$ cat config.mk
export PLATFORM = sky130hd
export DESIGN_NAME = hdlc_line_monitor
export DESIGN_NICKNAME = d
export VERILOG_FILES = /design/src/rtl/hdlc_line_monitor.sv
export SDC_FILE = /design/constraint.sdc
export NUM_CORES = 1
export LEC_CHECK = 0
export CAP_MARGIN = 20
export CORE_MARGIN = 3
export CORE_UTILIZATION = 34
export CTS_BUF_LIST = sky130_fd_sc_hd__clkbuf_4 sky130_fd_sc_hd__clkbuf_8
export DETAILED_ROUTE_END_ITERATION = 6
export GPL_TIMING_DRIVEN = 0
export SLEW_MARGIN = 30
export SYNTH_ARGS = -nofsm -noshare
export SYNTH_HDL_FRONTEND = slang
export SYNTH_SLANG_ARGS = --single-unit
$ cat constraint.sdc
create_clock -name clk_i -period 7.9 [get_ports clk_i]
set_clock_uncertainty 0.1 [all_clocks]
set_input_delay 0.79 -clock clk_i [delete_from_list [all_inputs] [get_ports clk_i]]
set_output_delay 0.79 -clock clk_i [all_outputs]
set_load 0.03 [all_outputs]
$ cat src/rtl/hdlc_line_monitor.sv
// Passive HDLC serial-line monitor: flag/abort detection, zero destuffing,
// frame length classification and saturating event counters.
module hdlc_line_monitor #(
  parameter int MIN_FRAME_BYTES = 4,
  parameter int MAX_FRAME_BYTES = 128,
  parameter int LEN_W           = 8,
  parameter int CNT_W           = 16
) (
  input  logic             clk_i,
  input  logic             rst_n_i,
  input  logic             en_i,
  input  logic             line_i,
  input  logic             clr_i,
  output logic             frame_active_o,
  output logic             flag_det_o,
  output logic             abort_det_o,
  output logic             frame_done_o,
  output logic [LEN_W-1:0] frame_bytes_o,
  output logic             err_short_o,
  output logic             err_long_o,
  output logic             err_nonoctet_o,
  output logic [CNT_W-1:0] cnt_frames_o,
  output logic [CNT_W-1:0] cnt_aborts_o,
  output logic [CNT_W-1:0] cnt_errors_o
);

  localparam int BIT_MAX = MAX_FRAME_BYTES * 8 + 8;
  localparam int BC_W    = $clog2(BIT_MAX + 1);

  // state   | meaning
  // HUNT    | idle line, waiting for a flag
  // OPEN    | flag seen, next bit starts a frame
  // FRAME   | collecting destuffed payload bits
  // DISCARD | over-long frame, ignore bits until a flag
  typedef enum logic [1:0] {HUNT, OPEN, FRAME, DISCARD} state_e;

  state_e            state_q, state_d;
  logic [7:0]        sr_q, sr_d;
  logic [2:0]        ones_q, ones_d;
  logic [BC_W-1:0]   bitcnt_q, bitcnt_d;
  logic              active_q, active_d;
  logic              flag_q, flag_d;
  logic              abort_q, abort_d;
  logic              done_q, done_d;
  logic [LEN_W-1:0]  bytes_q, bytes_d;
  logic              short_q, short_d;
  logic              long_q, long_d;
  logic              nonoct_q, nonoct_d;
  logic [CNT_W-1:0]  cnt_frames_q, cnt_frames_d;
  logic [CNT_W-1:0]  cnt_aborts_q, cnt_aborts_d;
  logic [CNT_W-1:0]  cnt_errors_q, cnt_errors_d;

  logic              flag_hit, abort_hit, stuffed;
  logic              inc_frames, inc_aborts, inc_errors;
  logic              err_nonoct, err_short;
  logic [BC_W-1:0]   payload, pbytes;

  function automatic logic [CNT_W-1:0] cnt_next(input logic [CNT_W-1:0] c,
                                                input logic inc,
                                                input logic clr);
    logic [CNT_W-1:0] r;
    r = c;
    if (clr)                r = '0;
    else if (inc && c != '1) r = c + CNT_W'(1);
    return r;
  endfunction

  always_comb begin
    state_d    = state_q;
    sr_d       = sr_q;
    ones_d     = ones_q;
    bitcnt_d   = bitcnt_q;
    active_d   = active_q;
    bytes_d    = bytes_q;
    flag_d     = 1'b0;
    abort_d    = 1'b0;
    done_d     = 1'b0;
    short_d    = 1'b0;
    long_d     = 1'b0;
    nonoct_d   = 1'b0;
    inc_frames = 1'b0;
    inc_aborts = 1'b0;
    inc_errors = 1'b0;
    flag_hit   = 1'b0;
    abort_hit  = 1'b0;
    stuffed    = 1'b0;
    // The closing flag's leading 0 and six 1s were counted as payload bits.
    payload    = bitcnt_q - BC_W'(7);
    pbytes     = payload >> 3;
    err_nonoct = (payload[2:0] != 3'd0);
    err_short  = (pbytes < BC_W'(MIN_FRAME_BYTES));

    if (en_i) begin
      sr_d      = {sr_q[6:0], line_i};
      ones_d    = line_i ? ((ones_q == 3'd7) ? 3'd7 : ones_q + 3'd1) : 3'd0;
      flag_hit  = (sr_d == 8'h7E);
      abort_hit = line_i && (ones_q == 3'd6);
      stuffed   = !line_i && (ones_q == 3'd5);
      flag_d    = flag_hit;
      abort_d   = abort_hit;

      unique case (state_q)
        HUNT: begin
          if (flag_hit) begin
            state_d  = OPEN;
            bitcnt_d = '0;
          end
        end
        OPEN: begin
          if (abort_hit) begin
            state_d = HUNT;
          end else if (flag_hit) begin
            bitcnt_d = '0;
          end else begin
            state_d  = FRAME;
            active_d = 1'b1;
            bitcnt_d = BC_W'(1);
          end
        end
        FRAME: begin
          if (flag_hit) begin
            state_d  = OPEN;
            active_d = 1'b0;
            bitcnt_d = '0;
            // Fewer than 8 payload bits is inter-frame fill, not a frame.
            if (bitcnt_q >= BC_W'(15)) begin
              done_d   = 1'b1;
              bytes_d  = LEN_W'(pbytes);
              nonoct_d = err_nonoct;
              short_d  = err_short;
              if (err_nonoct || err_short) inc_errors = 1'b1;
              else                         inc_frames = 1'b1;
            end
          end else if (abort_hit) begin
            state_d    = HUNT;
            active_d   = 1'b0;
            inc_aborts = 1'b1;
          end else if (stuffed) begin
            bitcnt_d = bitcnt_q;
          end else if (bitcnt_q == BC_W'(BIT_MAX - 1)) begin
            state_d    = DISCARD;
            active_d   = 1'b0;
            bitcnt_d   = BC_W'(BIT_MAX);
            long_d     = 1'b1;
            inc_errors = 1'b1;
          end else begin
            bitcnt_d = bitcnt_q + BC_W'(1);
          end
        end
        DISCARD: begin
          if (flag_hit) begin
            state_d  = OPEN;
            bitcnt_d = '0;
          end else if (abort_hit) begin
            state_d = HUNT;
          end
        end
        default: state_d = HUNT;
      endcase
    end

    cnt_frames_d = cnt_next(cnt_frames_q, inc_frames, clr_i);
    cnt_aborts_d = cnt_next(cnt_aborts_q, inc_aborts, clr_i);
    cnt_errors_d = cnt_next(cnt_errors_q, inc_errors, clr_i);
  end

  always_ff @(posedge clk_i or negedge rst_n_i) begin
    if (!rst_n_i) begin
      state_q      <= HUNT;
      sr_q         <= 8'hFF;
      ones_q       <= 3'd0;
      bitcnt_q     <= '0;
      active_q     <= 1'b0;
      flag_q       <= 1'b0;
      abort_q      <= 1'b0;
      done_q       <= 1'b0;
      bytes_q      <= '0;
      short_q      <= 1'b0;
      long_q       <= 1'b0;
      nonoct_q     <= 1'b0;
      cnt_frames_q <= '0;
      cnt_aborts_q <= '0;
      cnt_errors_q <= '0;
    end else begin
      state_q      <= state_d;
      sr_q         <= sr_d;
      ones_q       <= ones_d;
      bitcnt_q     <= bitcnt_d;
      active_q     <= active_d;
      flag_q       <= flag_d;
      abort_q      <= abort_d;
      done_q       <= done_d;
      bytes_q      <= bytes_d;
      short_q      <= short_d;
      long_q       <= long_d;
      nonoct_q     <= nonoct_d;
      cnt_frames_q <= cnt_frames_d;
      cnt_aborts_q <= cnt_aborts_d;
      cnt_errors_q <= cnt_errors_d;
    end
  end

  assign frame_active_o = active_q;
  assign flag_det_o     = flag_q;
  assign abort_det_o    = abort_q;
  assign frame_done_o   = done_q;
  assign frame_bytes_o  = bytes_q;
  assign err_short_o    = short_q;
  assign err_long_o     = long_q;
  assign err_nonoctet_o = nonoct_q;
  assign cnt_frames_o   = cnt_frames_q;
  assign cnt_aborts_o   = cnt_aborts_q;
  assign cnt_errors_o   = cnt_errors_q;

endmodule

* Yosys cells after proc, flatten, opt, wreduce, memory -nomap -nowiden
Index checks and enable logic that the tools add are counted.
Operators by class: add/subtract/negate cells 6, magnitude comparators 2, eq/ne operators 21, muxes and demuxes 67, reduce and logical (&&, ||, !) cells 18
Operator list (number):
- two-way mux 16 bit | 6
- two-way mux 11 bit | 6
- adder 16 x 1 -> 16 bit (second input constant) | 3
- != test 16 bit (second input constant) | 3
- two-way mux 1 bit | 41
- case mux 11 bit (3 select lines) | 1
- two-way mux 2 bit | 9
- != test 3 bit (second input constant) | 4
- AND reduction 6 bit | 2
- adder 11 x 1 -> 11 bit (second input constant) | 1
- == test 11 bit (second input constant) | 1
- >= comparator 11 x 4 -> 1 bit (second input constant) | 1
- subtractor 11 x 3 -> 11 bit (second input constant) | 1
- == test 3 bit (second input constant) | 3
- == test 8 x 7 -> 1 bit (second input constant) | 1
- less-than comparator 8 x 3 -> 1 bit (second input constant) | 1
- != test 4 bit (second input constant) | 2
- case mux 2 bit (4 select lines) | 1
- nonzero test 2 bit | 4
- two-way mux 3 bit | 2
- != test 2 bit (second input constant) | 3
- logical AND 1 bit | 5
- AND reduction 5 bit | 1
- == test 2 bit (second input constant) | 2
- 10 further kinds | 10
Storage, ports and cells: bits in registers 86, bits of input ports 5, output and inout bits 63, word-level logic and storage cells 129

* Logic depth before layout (Yosys ltp)
Gate-level depths: netlist (run 1).
depth after elaboration 11, mapped depth 10, depth with buffers taken out 8

* Worst setup path before layout (run 1)
OpenSTA, ideal clock, no wires.
path type in2reg, start input line_i, end register cnt_frames_q[5] (netlist: cnt_frames_o[5]), library setup time 125 ps, data arrival time 2619 ps, data required time 7675 ps, slack 5057 ps, stages 6, path buffers 0, cells stage by stage nand4b_1 > nor2_1 > nand4_1 > nor4_1 > and3_1 > mux2_2
On the way: word-level cells in the longest chain between the ends 6
Ends and longest elaborated chain:
- from (decl) | RTL line 12 | input logic line_i,
- == test 8 x 7 -> 1 bit | RTL line 96 | flag_hit = (sr_d == 8'h7E);
- two-way mux 1 bit | RTL line 121 | if (flag_hit) begin
- two-way mux 1 bit | RTL line 102 | unique case (state_q)
- two-way mux 1 bit | RTL line 93 | if (en_i) begin
- logical AND 1 bit | RTL line 64 | else if (inc && c != '1) r = c + CNT_W'(1);
- nonzero test 2 bit (no source line)
- to (signal assigned) | RTL line 197 | cnt_frames_q <= cnt_frames_d;
- to (decl) | RTL line 49 | logic [CNT_W-1:0] cnt_frames_q, cnt_frames_d;
No other way between the ends. A chain may end at the register's enable or synchronous reset.

* Final worst setup path (run 1)
Same ends and word-level chain as after synthesis.

==> results of run 1 <==
-- layer usage --
metal / up-vias / share of wire (%) / GRT usage [%]
met5: - / 0 / 0
met4: 0 / 2.1 / 6.78
met3: 15 / 3.1 / 2.38
met2: 66 / 47 / 25.0
met1: 1943 / 48 / 21.6
li1: 1963 / - / -
-- registers in the layout, summed over array words and instances (netlist names) --
| name | flops |
|---|---|
| frame_done_o | 1 |
| ones_q | 3 |
| sr_q | 7 |
| cnt_frames_o | 16 |
| abort_det_o | 1 |
| flag_det_o | 1 |
| state_q | 2 |
| err_long_o | 1 |
| bitcnt_q | 11 |
| frame_active_o | 1 |
| err_nonoctet_o | 1 |
| cnt_errors_o | 16 |
| frame_bytes_o | 8 |
| err_short_o | 1 |
| cnt_aborts_o | 16 |
-- report_power, final --
part	switching [mW]	total, mW	internal [mW]	leakage [nW]
sequential	0.0213	0.489	0.467	1.17
combinational	0.106	0.168	0.0620	1.05
clock	0.166	0.320	0.154	0.0968
total	0.294	0.977	0.683	2.31
-- synthesized netlist by cell type (12+ instances only) --
| cell | number | area share, % |
|---|---|---|
| inv_1 | 15 | 1.2 |
| clkbuf_1 | 22 | 1.8 |
| ha_1 | 13 | 3.5 |
| nand4_1 | 16 | 2.1 |
| a21oi_1 | 28 | 3.0 |
| nand3_1 | 24 | 2.6 |
| nor2_1 | 54 | 4.3 |
| or4_1 | 14 | 2.2 |
| nor2b_1 | 12 | 1.6 |
| and3_1 | 13 | 1.7 |
| o21ai_0 | 30 | 3.2 |
| o31ai_1 | 16 | 2.6 |
| xnor2_1 | 17 | 3.2 |
| dfrtp_1 | 79 | 42 |
| nand2_1 | 44 | 3.5 |
| mux2_2 | 17 | 4.1 |
-- logic make-up after synthesis --
family          count (synthesis)  synth area share (%)
simple gates                  222                  24.7
compound gates                 93                  12.5
flops                          86                  46.0
buf+inv                        43                  3.70
xor+xnor                       26                  4.85
mux                            20                  4.72
fa+ha+maj                      13                  3.46
-- critical path, stage by stage --
cell             delay, ns
clkdlybuf4s50_1       0.52
nand4b_1              0.25
nor2_1                0.43
nand4_1               0.45
nor4_1                0.71
and3_1                0.25
mux2_2                0.34
-- final cells by class --
| cell class | instances | share of cell area, % |
|---|---|---|
| repair buffers | 66 | 11.7 |
| clock buffers | 11 | 2.40 |
| well taps | 176 | 3.80 |
| multi-input cells | 374 | 40.8 |
| inverters | 15 | 0.972 |
| plain buffers | 28 | 2.03 |
| flip-flops and latches | 86 | 37.3 |
| clock inverters | 5 | 1.02 |
-- worst min path at each step --
stage                startpoint               end  slack [ns]  depth (start not counted)
5_1_grt                 rst_n_i   cnt_aborts_o[6]        0.23                          1
3_5_place_dp   frame_bytes_o[0]  frame_bytes_o[0]        0.38                          2
4_1_cts                 rst_n_i   cnt_aborts_o[6]        0.22                          1
6_report                rst_n_i   cnt_aborts_o[5]        0.22                          1
3_3_place_gp   frame_bytes_o[5]  frame_bytes_o[5]        0.37                          2
2_1_floorplan           rst_n_i       abort_det_o        0.39                          0
==> metrics.txt, run 1 <==
Worst VDD drop=0.0000861 V; WP data arrival=3.74 ns; Final min period=3.59 ns; WS Path Type=primary input to flip-flop; origin of the critical flop-to-flop path=bitcnt_q[0]; FF-to-FF End=state_q[1]; RD Place Congestion=0.861; CP endpoint kind=flip-flop; Area after DPL=5600 sq um; Root Driver=clkbuf_8; crit path from=line_i; multi-input logic area=2360 sq um; Rows=42; WHS=0.217 ns; Hold Crit Class=primary input to async pin; flop2flop setup slack=4.72 ns; total CTS buffers=9; Antenna Nets Post-Route=0; I/O pin cnt=68; commonest non-fill, non-tap cell in the layout=dfrtp_1; Post-Synthesis Cells=503; number of hold buffers added after CTS=0; most frequent cells in the layout=dfrtp_1 (79), clkdlybuf4s50_1 (64), nor2_1 (54); EDFF count, synth=0; Critical Path Sink=cnt_frames_o[5]; effective utilization at floorplan=35.0%; # fillers=1311; Reg area=2160 sq um; vias in the first global route=3888; DRC Markers=0; clock tree buffer depth=2; WP data required=8.05 ns; Setup Total Neg Slack=0 ns; flops & latches, synth=86; fin util=43.2%; DPL Wire Length=8250 um; register area share after synthesis=46.0%; area added between synthesis and finish=23.4%; max cap viols=0; Overall Power=0.977 mW; Slew headroom=35.9%; fmax=279 MHz; CP startpoint kind=primary input; dpl cells=745; cells on worst reg2reg path=7; initial antenna violation count=0; Final Cell Area=5790 sq um; PortBufs=65; Distinct cells, synth=47; actual slew at the worst max-slew pin=0.937 ns; die width=124 um; first-pass GRT wire length=19200 um; worst skew pair latency=0.37 ns; top_reg_cell synth=dfrtp_1; total global-route track usage=15.8%; static leakage=2.31 nW; Die Ht=124 um; Syn Std Cell Area=4700 sq um; Fin. Hold Viols=0; via count=3987; pre-CTS setup slack=3.93 ns; mean post-synth cell area=9.34 sq um; Final Cycle Share=45.4%; die area=15300 sq um; fraction of layout instances using a drive strength above 1=9.91%; Vias/cell=5.24; fin nets=598; final cell count without fillers=761; GR Overflow Total=0; WL final=11300 um; core area=13400 sq um; # diodes=0; CP Max Fanout=9; Routed WL per cell=14.9 um; CTS clk-pin slew, worst paths=0.09 ns; RSZ-0062 raised after global routing=no; CTS Sinks=86; CTS tree=done; Final WS setup=4.31 ns; count of final setup violators=0; post-CTS sizing=0; drt first pass iters=4; depth of the CTS H-tree=3; status=completed; Post-CTS Setup Bufs=0; power per cell area=169 nW/um^2; largest net degree at the start of global routing=45; Syn. warnings=0; async set or reset register ratio after synthesis=100%; Mapped Nets=521; final slew viol count=0; Starting DRT DRC Count=253
Power figures use the tool's default switching activity.
==> run 2, diff against run 1 <==
==> constraint.sdc (replaced) <==
create_clock -name clk_i -period 3.7 [get_ports clk_i]
set_clock_uncertainty 0.1 [all_clocks]
set_input_delay 0.37 -clock clk_i [delete_from_list [all_inputs] [get_ports clk_i]]
set_output_delay 0.37 -clock clk_i [all_outputs]
set_load 0.03 [all_outputs]
==> metrics.txt, run 2 (synthesized netlist as in run 1, its figures left out) <==
FF-to-FF End=state_q[1]; clock network power share=32.8%; Final Cycle Share=86.7%; WS Path Type=flip-flop to flip-flop; WP data arrival=3.37 ns; largest net degree at the start of global routing=45; most frequent cells in the layout=dfrtp_1 (79), clkdlybuf4s50_1 (64), nor2_1 (54); WL final=11300 um; flop2flop setup slack=0.49 ns; CP endpoint kind=flip-flop; area added between synthesis and finish=23.6%; crit path from=bitcnt_q[0]; CTS tree=done; fin nets=599; CTS Sinks=86; cells on worst reg2reg path=7; status=completed; sequential power share=50.0%; actual slew at the worst max-slew pin=0.947 ns; commonest non-fill, non-tap cell in the layout=dfrtp_1; final cell count without fillers=762; pre-CTS setup slack=0.154 ns; total global-route track usage=15.8%; fraction of layout instances using a drive strength above 1=9.90%; die width=124 um; origin of the critical flop-to-flop path=bitcnt_q[0]; I/O pin cnt=68; CTS clk-pin slew, worst paths=0.09 ns; via count=4004; GR Overflow Total=0; Root Driver=clkbuf_8; vias in the first global route=3891; PortBufs=65; internal power=1.46 mW; Final WS setup=0.494 ns; P_sw=0.626 mW; Final min period=3.21 ns; Slew headroom=35.2%; final slew viol count=0; Vias/cell=5.25; Net Sw Frac=30.0%; CP startpoint kind=flip-flop; combinational share of power=17.2%; CP Max Fanout=8; effective utilization at floorplan=35.0%; depth of the CTS H-tree=3; DPL Wire Length=8250 um; worst skew pair latency=0.37 ns; core area=13400 sq um; WP data required=3.86 ns; die area=15300 sq um; first-pass GRT wire length=19200 um; post-CTS sizing=0; DRC Markers=0; drt first pass iters=4; static leakage=2.32 nW; Routed WL per cell=14.9 um; Hold Crit Class=primary input to async pin; max cap viols=0; RD Place Congestion=0.861; # diodes=0; Starting DRT DRC Count=241; Worst VDD drop=0.000185 V; clock tree buffer depth=2; initial antenna violation count=0; Antenna Nets Post-Route=0; power per cell area=359 nW/um^2; Rows=42; Die Ht=124 um; RSZ-0062 raised after global routing=no; Fin. Hold Viols=0; dpl cells=745; total CTS buffers=9; count of final setup violators=0; fmax=312 MHz; Critical Path Sink=state_q[1]
==> run 2: how the worst min path moves through the flow <==
stage | from | endpoint | cells after the start
2_1_floorplan | rst_n_i | abort_det_o | 0
3_3_place_gp | frame_bytes_o[5] | frame_bytes_o[5] | 2
3_5_place_dp | rst_n_i | cnt_aborts_o[6] | 1
4_1_cts | rst_n_i | cnt_aborts_o[6] | 2
5_1_grt | rst_n_i | cnt_aborts_o[6] | 2
6_report | rst_n_i | cnt_aborts_o[5] | 2
==> run 2: critical path: stages, from the launching register on <==
cell and delay (ns):
dfrtp_1 0.48, ha_1 0.37, and2_1 0.24, nand4_1 0.30
a31oi_1 0.25, nor3_1 0.09, a2111oi_0 0.86, mux2_2 0.41
==> run 2: power by group through the flow <==
stage | clock (mW) | combinational, mW | sequential [mW]
6_report | 0.683 | 0.359 | 1.04
5_1_grt | 0.742 | 0.413 | 1.05
4_1_cts | 0.711 | 0.361 | 1.04
3_5_place_dp | 0 | 0.358 | 1.06
3_3_place_gp | 0 | 0.343 | 1.06
2_1_floorplan | 0 | 0.246 | 1.06
==> run 2: what timing repair did <==
item / in CTS / in global routing
buffers inserted: 0 / 0
endpoints found under the hold margin: 35 / 0
setup endpoints to repair: 0 / 0
hold buffers: 1 / 0
==> run 2: through the flow <==
stage | power (mW) | utilization, % | cell area (sq um) | setup TNS [ns] | hold WS (ns)
after floorplan | 1.30 | - | 4700 | 0 | -0.0256
after global routing | 2.21 | 43.3 | 5800 | 0 | 0.405
final | 2.09 | 43.3 | 5800 | 0 | 0.372
after detailed placement | 1.42 | 41.8 | 5600 | 0 | 0.223
after CTS | 2.12 | 43.3 | 5800 | 0 | 0.373
after global placement | 1.40 | 41.5 | 5570 | -84.38 | 0.371
==> run 2: final cells by class <==
| cell class | count | area [sq um] |
|---|---|---|
| fillers | 1309 | 7600 |
| multi-input cells | 374 | 2360 |
| flip-flops and latches | 86 | 2160 |
| repair buffers | 67 | 689 |
| well taps | 176 | 220 |
| clock buffers | 11 | 139 |
| plain buffers | 28 | 118 |
| clock inverters | 5 | 58.8 |
| inverters | 15 | 56.3 |
==> run 2: routing by layer <==
layer	share of wire (%)	GRT usage, %
met4	2.1	6.78
met2	47	25.0
met5	0	0
met1	48	21.7
met3	3.6	2.38
==> run 3, diff against run 2 <==
==> constraint.sdc (replaced) <==
create_clock -name clk_i -period 3.86 [get_ports clk_i]
set_clock_uncertainty 0.1 [all_clocks]
set_input_delay 0.386 -clock clk_i [delete_from_list [all_inputs] [get_ports clk_i]]
set_output_delay 0.386 -clock clk_i [all_outputs]
set_load 0.03 [all_outputs]
==> results of run 3 <==
Same layout as run 2 (identical final DEF). Status: completed.
Among the figures that moved: setup slack after placement 0.154 ns -> 0.298 ns; setup slack after layout 0.494 ns -> 0.654 ns; hold slack 0.372 ns -> 0.388 ns; register-to-register setup slack 0.49 ns -> 0.65 ns; total power 2.09 mW -> 2.00 mW; worst IR drop on VDD 0.000185 V -> 0.000177 V
